<file path="config.mk">
export PLATFORM = sky130hd
export DESIGN_NAME = led_blinker_multi
export DESIGN_NICKNAME = d
export VERILOG_FILES = /design/src/rtl/led_pkg.sv /design/src/rtl/led_channel.sv /design/src/rtl/led_blinker_multi.sv
export SDC_FILE = /design/constraint.sdc
export NUM_CORES = 1
export LEC_CHECK = 0
export BUFFER_PORTS_ARGS = -buffer_cell sky130_fd_sc_hd__buf_2
export CAP_MARGIN = 30
export CORE_MARGIN = 2
export CORE_UTILIZATION = 48
export DETAILED_ROUTE_END_ITERATION = 8
export MAX_ROUTING_LAYER = met4
export RECOVER_POWER = 100
export REMOVE_ABC_BUFFERS = 1
export SYNTH_ARGS = -nofsm -noshare
export SYNTH_HDL_FRONTEND = slang
export SYNTH_SLANG_ARGS = --single-unit
</file>
<file path="constraint.sdc">
create_clock -name clk -period 10 [get_ports clk]
set_input_delay 1.5 -clock clk [delete_from_list [all_inputs] [get_ports clk]]
set_output_delay 1.5 -clock clk [all_outputs]
set_load 0.005 [all_outputs]
</file>
<file path="src/rtl/led_pkg.sv">
// Shared mode encoding for the multi-channel LED driver.
package led_pkg;

  typedef logic [1:0] mode_t;

  localparam mode_t MODE_OFF     = 2'd0;
  localparam mode_t MODE_ON      = 2'd1;
  localparam mode_t MODE_BLINK   = 2'd2;
  localparam mode_t MODE_ONESHOT = 2'd3;

endpackage

</file>
<file path="src/rtl/led_channel.sv">
// One LED channel: mode/half-period/counter state with registered led and done outputs.
module led_channel
  import led_pkg::*;
#(
  parameter int               CNT_W        = 32,
  parameter logic [CNT_W-1:0] DEFAULT_HALF = CNT_W'(50000000),
  parameter mode_t            DEFAULT_MODE = MODE_BLINK
) (
  input  logic             clk,
  input  logic             reset,
  input  logic             wr,
  input  logic             sync,
  input  mode_t            cfg_mode,
  input  logic [CNT_W-1:0] cfg_half,
  output logic             led,
  output logic             done
);

  mode_t            r_mode, w_mode_nxt;
  logic [CNT_W-1:0] r_half, w_half_nxt;
  logic [CNT_W-1:0] r_cnt, w_cnt_nxt;
  logic             r_led, w_led_nxt;
  logic             r_done, w_done_nxt;
  logic [CNT_W-1:0] w_half_eff;
  logic             w_last;

  // A stored half-period of 0 behaves as 1, so the terminal count is always reachable.
  assign w_half_eff = (r_half == '0) ? CNT_W'(1) : r_half;
  assign w_last     = (r_cnt == w_half_eff - CNT_W'(1));

  always_ff @(posedge clk or negedge reset) begin
    if (!reset) begin
      r_mode <= DEFAULT_MODE;
      r_half <= DEFAULT_HALF;
      r_cnt  <= '0;
      r_led  <= 1'b0;
      r_done <= 1'b0;
    end else begin
      // NOTE: non-blocking assignments so every register samples pre-edge values.
      r_mode <= w_mode_nxt;
      r_half <= w_half_nxt;
      r_cnt  <= w_cnt_nxt;
      r_led  <= w_led_nxt;
      r_done <= w_done_nxt;
    end
  end

  always_comb begin
    // NOTE: every output gets a default first so no path leaves it unassigned (no latch).
    w_mode_nxt = r_mode;
    w_half_nxt = r_half;
    w_cnt_nxt  = r_cnt;
    w_led_nxt  = r_led;
    w_done_nxt = 1'b0;
    if (wr) begin
      // A write restarts the channel and overrides both sync and a ONESHOT expiry.
      w_mode_nxt = cfg_mode;
      w_half_nxt = cfg_half;
      w_cnt_nxt  = '0;
      w_led_nxt  = (cfg_mode != MODE_OFF);
    end else if (sync && (r_mode == MODE_BLINK)) begin
      w_cnt_nxt = '0;
      w_led_nxt = 1'b1;
    end else begin
      case (r_mode)
        MODE_OFF: begin
          w_cnt_nxt = '0;
          w_led_nxt = 1'b0;
        end
        MODE_ON: begin
          w_cnt_nxt = '0;
          w_led_nxt = 1'b1;
        end
        MODE_BLINK: begin
          if (w_last) begin
            w_cnt_nxt = '0;
            w_led_nxt = ~r_led;
          end else begin
            w_cnt_nxt = r_cnt + CNT_W'(1);
          end
        end
        default: begin
          if (w_last) begin
            w_mode_nxt = MODE_OFF;
            w_cnt_nxt  = '0;
            w_led_nxt  = 1'b0;
            w_done_nxt = 1'b1;
          end else begin
            w_cnt_nxt = r_cnt + CNT_W'(1);
            w_led_nxt = 1'b1;
          end
        end
      endcase
    end
  end

  assign led  = r_led;
  assign done = r_done;

endmodule

</file>
<file path="src/rtl/led_blinker_multi.sv">
// Multi-channel LED driver: decodes the config channel select and fans out to NUM_CH channels.
module led_blinker_multi
  import led_pkg::*;
#(
  parameter int               NUM_CH       = 4,
  parameter int               CNT_W        = 32,
  parameter logic [CNT_W-1:0] DEFAULT_HALF = CNT_W'(50000000),
  parameter mode_t            DEFAULT_MODE = MODE_BLINK,
  localparam int              CH_W         = (NUM_CH > 1) ? $clog2(NUM_CH) : 1
) (
  input  logic              clk,
  input  logic              reset,
  input  logic              cfg_we,
  input  logic [CH_W-1:0]   cfg_ch,
  input  mode_t             cfg_mode,
  input  logic [CNT_W-1:0]  cfg_half,
  input  logic              sync,
  output logic [NUM_CH-1:0] led,
  output logic [NUM_CH-1:0] done
);

  logic [NUM_CH-1:0] w_wr;

  for (genvar i = 0; i < NUM_CH; i++) begin : g_ch
    // Out-of-range channel selects match no index and are silently dropped.
    assign w_wr[i] = cfg_we && (cfg_ch == CH_W'(i));

    led_channel #(
      .CNT_W        (CNT_W),
      .DEFAULT_HALF (DEFAULT_HALF),
      .DEFAULT_MODE (DEFAULT_MODE)
    ) u_channel (
      .clk      (clk),
      .reset    (reset),
      .wr       (w_wr[i]),
      .sync     (sync),
      .cfg_mode (cfg_mode),
      .cfg_half (cfg_half),
      .led      (led[i]),
      .done     (done[i])
    );
  end

endmodule
</file>
### Yosys cells after proc, flatten, opt, wreduce, memory -nomap -nowiden

Cells that the tools add are included.

| word-level totals | value |
|---|---|
| output and inout port bits | 8 |
| word-level logic and storage cells | 165 |
| bits in registers | 272 |

| operators by class | value |
|---|---|
| mux-type cells | 72 |
| equal/unequal tests | 27 |
| bitwise operators | 4 |
| reductions and logical operators | 34 |
| $add $sub $neg | 8 |

Operator list:

| cell | number |
|---|---|
| 32-bit two-way mux | 20 |
| 32-bit by 1-bit adder with 32-bit output (second input constant) | 4 |
| 32-bit == test | 4 |
| 32-bit logical NOT | 4 |
| 32-bit by 1-bit subtractor with 32-bit output (second input constant) | 4 |
| 1-bit two-way mux | 32 |
| 2-bit two-way mux | 16 |
| 2-bit by 1-bit inequality test with 1-bit output (second input constant) | 8 |
| 4-bit by 2-bit inequality test with 1-bit output (second input constant) | 4 |
| 2-bit == test (second input constant) | 6 |
| 1-bit case mux with 3 select lines | 4 |
| 3-bit AND reduction | 4 |
| 3-bit OR reduction | 4 |
| 2-bit by 1-bit == test with 1-bit output (second input constant) | 5 |
| 2-bit logical NOT | 5 |
| 2-bit nonzero test | 5 |
| 1-bit logical AND | 8 |
| 2-bit OR reduction | 4 |
| 1-bit NOT | 4 |

### Logic depth before layout (Yosys ltp)

| depth | value |
|---|---|
| depth in word-level cells | 8 |
| depth in mapped cells | 16 |
| gate-level depth less buffers | 14 |

### Hierarchy

A second synthesis with hierarchy kept.

| second synthesis, totals | value |
|---|---|
| cell total of the unflattened synthesis | 1830 |
| area total of the unflattened synthesis | 17843.4 um2 |

By module, submodules not included:

| module | area each (um2) | sequential area each (um2) | cells an instance | instances |
|---|---|---|---|---|
| led_channel at g_ch[0].u_channel ... | 4428.0 | 1717.9 | 457 | 2 |
| led_channel at g_ch[2].u_channel | 4628.2 | 1717.9 | 467 | 1 |
| led_channel at g_ch[3].u_channel | 4321.6 | 1717.9 | 445 | 1 |
| led_blinker_multi | 37.5 | 0.0 | 4 | 1 |

### Least setup slack after synthesis

Ideal clock, no wire load.

| timing | value |
|---|---|
| kind | flip-flop to flip-flop |
| from | register g_ch[3].u_channel.r_half[8] |
| to | register g_ch[3].u_channel.r_led |
| library setup time | 64 ps |
| data arrival time | 4437 ps |
| data required time | 9936 ps |
| slack | 5499 ps |
| stages on the path, launching flop included | 16 |
| period minus slack after synthesis | 4501 ps |
| buffers on the path | 2 |
| path through | dfrtp_1 > clkbuf_1 > nor2_1 > and4_1 > clkbuf_1 > a31oi_1 > ha_1 > nor4b_2 > nand2_1 > a2111oi_0 > o32ai_1 > or4b_1 > or4_1 > or4b_4 > a211oi_1 > a21o_1 |

| between the ends | value |
|---|---|
| cells in the longest elaborated chain, start to end | 8 |
| elaborated cells on any way between the ends | 9 |
| those cells by class | 1 x add/sub; 2 x eq/ne; 5 x mux; 1 x reduce/logical |

Ends and longest elaborated chain:

| what | RTL line | RTL |
|---|---|---|
| start, declared | led_channel.sv:20 | `logic [CNT_W-1:0] r_half, w_half_nxt;` |
| start signal, assigned | led_channel.sv:41 | `r_half <= w_half_nxt;` |
| 32-bit logical NOT | led_channel.sv:28 | `assign w_half_eff = (r_half == '0) ? CNT_W'(1) : r_half;` |
| 32-bit two-way mux * | led_channel.sv:28 |  |
| 32-bit by 1-bit subtractor with 32-bit output * | led_channel.sv:29 | `assign w_last = (r_cnt == w_half_eff - CNT_W'(1));` |
| 32-bit == test * | led_channel.sv:29 |  |
| 1-bit two-way mux | led_channel.sv:83 | `if (w_last) begin` |
| 1-bit case mux with 3 select lines | led_channel.sv:65 | `case (r_mode)` |
| 1-bit two-way mux | led_channel.sv:61 | `end else if (sync && (r_mode == MODE_BLINK)) begin` |
| 1-bit two-way mux | led_channel.sv:55 | `if (wr) begin` |
| end signal, assigned | led_channel.sv:43 | `r_led <= w_led_nxt;` |
| end, declared | led_channel.sv:22 | `logic r_led, w_led_nxt;` |

Mark *: on every way between the ends. The rest lies on a longest branch, timed or not.
A chain may end at the register's enable or synchronous reset.

### Worst setup path after layout

| timing | value |
|---|---|
| from | register g_ch[3].u_channel.r_half[20] |
| to | register g_ch[3].u_channel.r_cnt[4] |

| between the ends | value |
|---|---|
| cells in the longest elaborated chain, start to end | 8 |

Ends and longest elaborated chain:

| what | RTL line | RTL |
|---|---|---|
| 32-bit logical NOT | led_channel.sv:28 |  |
| 32-bit two-way mux * | led_channel.sv:28 |  |
| 32-bit by 1-bit subtractor with 32-bit output * | led_channel.sv:29 |  |
| 32-bit == test * | led_channel.sv:29 |  |
| 32-bit two-way mux * | led_channel.sv:75, led_channel.sv:83 |  |
| 32-bit two-way mux * | - |  |
| 32-bit two-way mux * | led_channel.sv:61 |  |
| 32-bit two-way mux * | led_channel.sv:55 |  |
| net g_ch[3].u_channel.w_cnt_nxt[4] | led_channel.sv:21 | `logic [CNT_W-1:0] r_cnt, w_cnt_nxt;` |
| end signal, assigned | led_channel.sv:42 | `r_cnt <= w_cnt_nxt;` |
| end, declared | led_channel.sv:21 |  |

The timed path passes the listed nets; every way through them passes the cells marked *.

==> summary.txt <==
Run status
  • Failing checks: max-capacitance violations, max-slew violations
  • Status: finished, violations left

Setup path
  • Buf/Inv on CP: 2
  • Worst Setup Start Kind: flop
  • Reg-to-reg endpoint: g_ch[3].u_channel.r_cnt[4]$_DFF_PN0_
  • Worst-path fanout max: 24
  • Worst setup EP type: flop
  • CP Cell Sequence: or3_1 -> nor4_1 -> clkbuf_1 -> a31oi_1 -> ha_1 -> nor4b_1 -> nand4_1 -> o31ai_1 -> o211ai_1 -> nor4_1 -> or4bb_1 -> or3_1 -> nand2_1 -> clkbuf_1 -> nor2_1
  • R2R Setup Slk: 3.62 ns
  • CP max-delay cell: nor4b_1
  • CP top delay family: simple AND/OR/NAND/NOR gates
  • Worst Path Required: 10.42 ns
  • CP peak stage delay: 1.06 ns
  • Critical Setup Path Class: flop to flop
  • WP data arrival: 6.79 ns
  • R2R depth: 15
  • Crit path from: g_ch[3].u_channel.r_half[20]$_DFFE_PN1P_
  • Worst R2R Start: g_ch[3].u_channel.r_half[20]$_DFFE_PN1P_

STA
  • Final period util: 0.638
  • Total negative setup slack: 0 ns
  • Fin. max-slew vios: 228
  • Worst-margin pin slew: 3.80 ns
  • Relative slew slack: -1.53
  • RSZ-0062 raised after global routing: no
  • Clk_skew: 0.0156 ns
  • Max Freq: 157 MHz
  • Fin crit period: 6.38 ns
  • Final setup margin: 3.62 ns
  • Final Hold Fails: 0
  • # setup viols final: 0

Power
  • Total Power: 3200 uW
  • IR Drop Worst-Case VDD: 0.000163 V
  • PD cells: 172 mW/mm^2
  • Pleak: 0.00724 uW

Placed design
  • Post-place setup slack: 4.54 ns
  • RePlAce Congestion: 0.933
  • Port-buffer cells: 47
  • Post-DP Area: 0.0177 sq mm
  • Dpl hpwl: 35700 um

Clocking
  • Quantity of gates resized following cts: 0
  • Root buf cell: clkbuf_16
  • Post-CTS setup buffers: 0
  • Clk_lat worst skew: 0.58 ns
  • CTS Buf Count: 31
  • CTS tree: done
  • Sink Count: 272
  • CTS Buffer Depth: 3
  • CTS clock-pin slew for the worst setup and hold paths: 0.06 ns
  • Htree depth: 1
  • Hold-fix buffers, CTS: 0

Routing
  • TritonRoute pass-1 iters: 7
  • Drt total wl: 47900 um
  • Drt initial violations: 1123
  • Routed Antenna Nets: 0
  • # DRC: 0
  • Via count: 13943
  • Via/cell ratio: 5.89
  • Routed WL per cell: 20.3 um

Worst hold path
  • Worst hold start: g_ch[0].u_channel.r_half[19]$_DFFE_PN1P_
  • Min-Delay Endpoint: g_ch[0].u_channel.r_half[19]$_DFFE_PN1P_
  • Hold depth: 2
  • HP Class: flop to flop

Synthesis
  • Leading post-synthesis cells by cell area: dfrtp_1 32%, dfstp_2 8.0%, xor2_1 7.2%
  • Ys Warns: 0
  • Post-synthesis mux area share: 0.0807
  • Mean Syn Cell Area: 9.10 sq um
  • Mapped cell area: 0.0171 sq mm
  • XOR/XNOR Fraction of Synth Area: 0.137
  • Ys async rst share: 1.00
  • Synth top area share: 0.322
  • Synth cell types: 79
  • Top cell type by total area after synthesis: dfrtp_1
  • Register bit count reported by yosys: 272
  • Register area share after synthesis: 0.402
  • Mapped Cells: 1877
  • Number of synthesized flops with an enable pin: 0
  • Ys flop type: dfrtp_1
  • Adder-Cell Fraction of Synth Area: 0.00586
  • Top post-synthesis cells by count: 238 x nor2_1, 220 x dfrtp_1, 197 x nand2_1
  • Most common cell in the netlist: nor2_1
  • Simple-gate share of the synthesized area: 0.271
  • Largest family of logic cells by synthesized area: simple AND/OR/NAND/NOR gates
  • Synth Area in Compound Gates: 0.0736

Global route
  • Met2 Track Usage GR: 0.409
  • Total track usage: 0.269
  • Antenna violations before repair: 1
  • Grt met3 use: 0.0326
  • Vias in the first global route: 13391
  • GRT busiest layer: met2
  • Largest net degree at the start of global routing: 77
  • Met1 Track Usage GR: 0.377
  • First-pass GRT wire length: 75800 um
  • GRT overflow: 0

Floorplanning
  • Core area: 0.0353 sq mm
  • Die Wd: 193 um
  • Die Ht: 193 um
  • Die area: 0.0371 sq mm
  • Initial Util: 0.484
  • # IOs: 48
  • FP Rows: 69

Cells and area
  • Ratio of cells with drive above 1 in the final layout: 0.140
  • Design area: 0.0186 sq mm
  • Nets: 1928
  • Area Overhead vs Synth: 8.68%

Run
  • Total of max-cap violations: 5
## power breakdown
group	internal [uW]	switching, uW
Sequential	1240	207
Clock	656	460
Combinational	277	356
Total	2170	1020
## sequential cells by signal, summed over array words and instances (netlist names)
register	count
g_ch.u_channel.done	4
g_ch.u_channel.r_half	128
g_ch.u_channel.r_cnt	128
g_ch.u_channel.led	4
g_ch.u_channel.r_mode	8
## metal layers
| layer | wire length [um] | part of all wire |
|---|---|---|
| met3 | 2040 | 0.042 |
| met5 | 0 | 0 |
| met1 | 22900 | 0.48 |
| met2 | 21700 | 0.45 |
| met4 | 1360 | 0.028 |
## cell type report
type	instances	area (sq um)
fill	3340	16700
tap	461	577
sequential	272	6870
timing repair buffer	61	313
clock buffer	44	875
antenna	1	2.50
clock inverter	13	121
multi-input combinational	1478	9680
inverter	36	135
## kinds of logic (layout without fill, tap and decap cells)
group / Yosys count / after routing
AO/OA/AOI/OAI: 175 / 175
XOR/XNOR: 267 / 267
adder cells (fa/ha/maj): 8 / 8
buffers and inverters: 127 / 154
flip-flops: 272 / 272
multiplexers: 125 / 125
other: 0 / 1
AND/OR/NAND/NOR: 903 / 903
## worst register-to-register path, stage by stage, from the launching register on
cell and delay (ns):
dfstp_1 0.64, or3_1 0.24, nor4_1 0.09, clkbuf_1 0.22, a31oi_1 0.29, ha_1 0.29
nor4b_1 1.06, nand4_1 0.54, o31ai_1 0.39, o211ai_1 0.18, nor4_1 0.24, or4bb_1 0.44
or3_1 0.34, nand2_1 0.30, clkbuf_1 0.82, nor2_1 0.14
## placed cells by master (no fill, tap or decap), drive strengths merged, types with 56 or more instances in the layout
cell / instances
xnor2: 127
clkbuf: 62
nor3: 56
xor2: 140
mux2: 102
nand2: 197
nor2: 238
dfrtp: 220
nor4: 67
nand3: 83
## through the flow
step,utilization,instances,hold slack [ns]
after floorplan,-,1786,0.460
after global placement,0.499,2303,0.475
after detailed placement,0.502,2307,0.483
after CTS,0.530,2364,0.493
after global routing,0.526,2366,0.511
final,0.526,2366,0.495
## worst max-delay path by stage
stage / endpoint / depth (start not counted)
after floorplan: g_ch[0].u_channel.r_cnt[10]$_DFF_PN0_ / 14
after global placement: g_ch[0].u_channel.r_cnt[27]$_DFF_PN0_ / 14
after detailed placement: g_ch[0].u_channel.r_cnt[5]$_DFF_PN0_ / 15
after CTS: g_ch[0].u_channel.r_cnt[12]$_DFF_PN0_ / 15
after global routing: g_ch[3].u_channel.r_cnt[10]$_DFF_PN0_ / 15
final: g_ch[3].u_channel.r_cnt[4]$_DFF_PN0_ / 15
No activity file was read; power rests on OpenSTA's default activity.
